## config.mk

```make
export PLATFORM = sky130hd
export DESIGN_NAME = phase_sequencer
export DESIGN_NICKNAME = d
export VERILOG_FILES = /design/src/rtl/phase_sequencer_pkg.sv /design/src/rtl/phase_sequencer_edge_sync.sv /design/src/rtl/phase_sequencer.sv
export SDC_FILE = /design/constraint.sdc
export NUM_CORES = 1
export LEC_CHECK = 0
export CORE_MARGIN = 4
export CORE_UTILIZATION = 54
export CTS_CLUSTER_SIZE = 40
export DETAILED_ROUTE_END_ITERATION = 10
export PLACE_DENSITY_LB_ADDON = 0.2
export SLEW_MARGIN = 10
export SYNTH_ARGS = -nofsm -noshare
export SYNTH_HDL_FRONTEND = slang
export SYNTH_HIERARCHICAL = 1
export SYNTH_SLANG_ARGS = --single-unit
```

## constraint.sdc

```tcl
create_clock -name clk -period 3.5 [get_ports clk]
set_clock_uncertainty 0.15 [all_clocks]
set_input_delay 0.7 -clock clk [delete_from_list [all_inputs] [get_ports clk]]
set_output_delay 0.7 -clock clk [all_outputs]
set_load 0.005 [all_outputs]
```

## src/rtl/phase_sequencer_pkg.sv

```systemverilog
// phase_sequencer_pkg: shared phase constants and sequencer state encoding
package phase_sequencer_pkg;
  localparam logic [2:0] PHASE_IDLE  = 3'd0;
  localparam logic [2:0] PHASE_FIRST = 3'd1;
  typedef enum logic [1:0] {
    ST_IDLE = 2'd0,
    ST_RUN  = 2'd1,
    ST_HALT = 2'd2
  } state_t;
endpackage

```

## src/rtl/phase_sequencer_edge_sync.sv

```systemverilog
// edge_sync: synchronizes an async button and emits a one-cycle registered rising-edge pulse
module edge_sync #(
  parameter int STAGES = 2
) (
  input  logic clk,
  input  logic rst,
  input  logic din,
  output logic pulse
);
  logic [STAGES-1:0] sync;
  logic [STAGES-1:0] valid;
  logic prev;
  // valid tracks when the chain holds real samples, so a button held through reset never looks like a fresh press
  always_ff @(posedge clk) begin
    if (rst) begin
      sync  <= '0;
      valid <= '0;
      prev  <= 1'b1;
      pulse <= 1'b0;
    end else begin
      sync  <= {sync[STAGES-2:0], din};
      valid <= {valid[STAGES-2:0], 1'b1};
      prev  <= valid[STAGES-1] ? sync[STAGES-1] : prev;
      pulse <= valid[STAGES-1] & sync[STAGES-1] & ~prev;
    end
  end
endmodule

```

## src/rtl/phase_sequencer.sv

```systemverilog
// phase_sequencer: run/stop FSM generating instruction phases, stopping only at instruction boundaries
module phase_sequencer
  import phase_sequencer_pkg::*;
#(
  parameter int NUM_PHASES       = 5,
  parameter int EXEC_SYNC_STAGES = 2,
  parameter int INSTR_CNT_W      = 16
) (
  input  logic                   clk,
  input  logic                   rst,
  input  logic                   exec,
  input  logic                   step_mode,
  input  logic                   stop_flag,
  output logic [2:0]             phase,
  output logic                   executing,
  output logic                   halted,
  output logic                   instr_done,
  output logic [INSTR_CNT_W-1:0] instr_count
);
  state_t state, state_n;
  logic [2:0] phase_n;
  logic exec_pulse, stop_req, pause_req, boundary, stop_now, pause_now;
  edge_sync #(.STAGES(EXEC_SYNC_STAGES)) u_sync (
    .clk   (clk),
    .rst   (rst),
    .din   (exec),
    .pulse (exec_pulse)
  );
  assign boundary  = (state == ST_RUN) && (phase == 3'(NUM_PHASES));
  assign stop_now  = stop_req | stop_flag;
  assign pause_now = pause_req | exec_pulse;
  // state, phase, request latches and retired-instruction counter
  always_ff @(posedge clk) begin
    if (rst) begin
      state       <= ST_IDLE;
      phase       <= PHASE_IDLE;
      stop_req    <= 1'b0;
      pause_req   <= 1'b0;
      instr_count <= '0;
    end else begin
      state       <= state_n;
      phase       <= phase_n;
      stop_req    <= (state == ST_RUN) && !boundary && stop_now;
      pause_req   <= (state == ST_RUN) && !boundary && pause_now;
      instr_count <= (boundary && !(&instr_count)) ? instr_count + INSTR_CNT_W'(1) : instr_count;
    end
  end
  // next state: start on a press, advance each cycle, decide halt/pause/step/continue at the boundary
  always_comb begin
    state_n = state;
    phase_n = phase;
    if (state != ST_RUN) begin
      state_n = exec_pulse ? ST_RUN : state;
      phase_n = exec_pulse ? PHASE_FIRST : PHASE_IDLE;
    end else if (!boundary) begin
      phase_n = phase + 3'd1;
    end else begin
      state_n = stop_now ? ST_HALT : (pause_now || step_mode) ? ST_IDLE : ST_RUN;
      phase_n = (stop_now || pause_now || step_mode) ? PHASE_IDLE : PHASE_FIRST;
    end
  end
  // status outputs decoded straight from registers
  always_comb begin
    executing  = (state == ST_RUN);
    halted     = (state == ST_HALT);
    instr_done = boundary;
  end
endmodule

```

==> impl_metrics.ini <==
[outcome]
outcome = completed

[route]
routed-via-count = 1223
vias_per_cell = 5.94
dr.pass1.iters = 4
finalWirelength_um = 3030
routedWlPerCell_um = 14.7
drt_iter0_drc = 33
remaining_drc_errors = 0
ant_nets = 0

[sta]
relSlewSlack_pct = 51.5
slew_viol_final = 0
min_period_ps = 2690
rsz0062_at_grt = false
tns_ps = 0
layout_setup_ws_ps = 808
finalSetupViolCount = 0
finalCritPeriodShare_pct = 76.9
fmax_ghz = 0.371
hold_violations = 0
worst_pin_slew_ps = 721

[grt]
antenna_found_initial = 0
grt_start_max_net_pins = 20
first_global_vias = 1123
gr-total-overflow = 0
grt_pass1_wl_um = 5090
grt.total_usage_pct = 19.9

[place]
dp_slack_ps = 1160
place_hpwl_um = 2190
portBuffers = 26
gp_congestion = 0.812

[worst_setup_path]
critical_path_required_ps = 2650
rrSetupSlack_ps = 1430
slowest_stage = clkdlybuf4s50_1
path_cells = ha_1 > nand4b_4 > clkinv_2 > clkdlybuf4s50_1
worstSetupPathType = reg2out
arrival_ps = 1840
cp_max_fo = 11
start_kind = register
cp-end-kind = output pin
max_stage_delay_ps = 530

[finish]
diodes = 0
syn_to_final_growth_pct = 24.6
final_nets = 185
final_core_util_pct = 73.3
final_common_cell = dfxtp_1
drive_gt1_share_pct = 11.8
final_cell_mix = dfxtp_1, clkdlybuf4s50_1, a21oi_1

[yosys]
ys_seq_area_share_pct = 43.3
yosys.area.top_type = dfxtp_1
synth_edf_count = 0
synth-seq-cells = 29
yosysTopAreaCellShare_pct = 43.3
synth_area_per_cell_sq_um = 9.12
synth_area_leaders = dfxtp_1, a21oi_1, o21ai_0
synth_cells = 147
async_flop_share_pct = 0
synth.distinct_cells = 39
ys.flop_type = dfxtp_1
syn_area_sq_um = 1340
synth_nets = 155
ys_warn_count = 6

[cts]
htreeDepth = 2
clock_latency_ps = 330
cts_resized = 0
cts_max_path_buffers = 2
root_buffer = clkbuf_4
cts.reportedPaths.clkPinSlew_ps = 90
postCtsHoldBufs = 0
clkSinkCount = 29
cts_tree = done
postCtsSetupBuffers = 0
cts_buffers = 5

[power]
total_leakage_power_nw = 0.586
p_per_area_nw_per_um2 = 326
ir_worst_vdd_mv = 0.317

[run]
cap_violations = 0

[floorplanning]
coreArea_sq_um = 2280
pin_count = 27
fp-row-count = 17
die-width_um = 57.8
die_h_um = 57.8
initial_core_util_pct = 58.9
dieArea_sq_um = 3340

[worst_hold_path]
worstHoldPathType = reg2reg
power by group:
part / total [mW] / switching, mW / internal [mW]
sequential: 0.334 / 0.00122 / 0.333
combinational: 0.0161 / 0.00746 / 0.00862
clock: 0.194 / 0.118 / 0.0763
metrics by stage:
step	area (sq um)	hold WS, ps	instances	power [mW]
after global routing	1670	329	206	0.570
final	1670	306	206	0.544
after detailed placement	1620	288	198	0.358
after floorplan	1340	278	147	0.350
after CTS	1670	311	206	0.551
after global placement	1620	283	198	0.357
per-layer routing:
layer | vias up | GRT usage [%] | share of wire (%)
met2 | 50 | 30.3 | 45
met1 | 561 | 24.6 | 44
met5 | - | 0 | 0
met3 | 12 | 8.02 | 8.1
met4 | 0 | 8.94 | 2.6
li1 | 600 | - | -
cell type report:
class	count	area, sq um
fillers	169	607
flip-flops and latches	29	581
multi-input cells	108	707
clock buffers	6	41.3
clock inverters	2	10.0
repair buffers	28	275
inverters	5	20.0
well taps	28	35.0
synth_stat cells (2+ instances only):
master,instances
dfxtp_1,29
a21oi_1,15
nor2_1,11
nand2_1,10
o21ai_0,9
or3_1,7
nand3_1,5
o31ai_1,5
or4_1,5
inv_1,4
nand4_1,4
and2b_2,3
ha_1,3
mux2i_1,3
nand2b_1,3
nor2b_1,3
nor4_1,3
and2_1,2
and3_1,2
buf_2,2
path summary, 6_finish.rpt:
| kind | startpoint | endpoint | cells past startpoint |
|---|---|---|---|
| setup / recovery | phase[0] | instr_done | 4 |
| hold / removal | u_sync/valid[0] | u_sync/valid[1] | 1 |
| setup reg to reg | instr_count[0] | instr_count[10] | 5 |
| hold reg to reg | u_sync/valid[0] | u_sync/valid[1] | 1 |
worst max-delay path, delay by kind of cell, from the launching register on:
| kind | cells | cell delay (ps) |
|---|---|---|
| buf+inv | 2 | 710 |
| flops | 1 | 390 |
| fa+ha+maj | 1 | 240 |
| simple gates | 1 | 160 |
logic make-up (layout without fill, tap and decap cells):
kind of cell             after synthesis  in the layout  share of synthesized area (%)
AO/OA/AOI/OAI                         33             33                           14.2
XOR/XNOR                               1              1                          0.654
adder cells (fa/ha/maj)                3              3                           2.80
buffers and inverters                 10             41                           3.92
flip-flops                            29             29                           43.3
multiplexers                           4              4                           3.08
AND/OR/NAND/NOR                       67             67                           32.0
registers in the layout, summed over array words and instances (netlist names):
name,count
pause_req,1
phase,3
instr_count,16
u_sync/pulse,1
u_sync/prev,1
u_sync/valid,2
stop_req,1
u_sync/sync,2
state,2
Power figures use the tool's default switching activity.
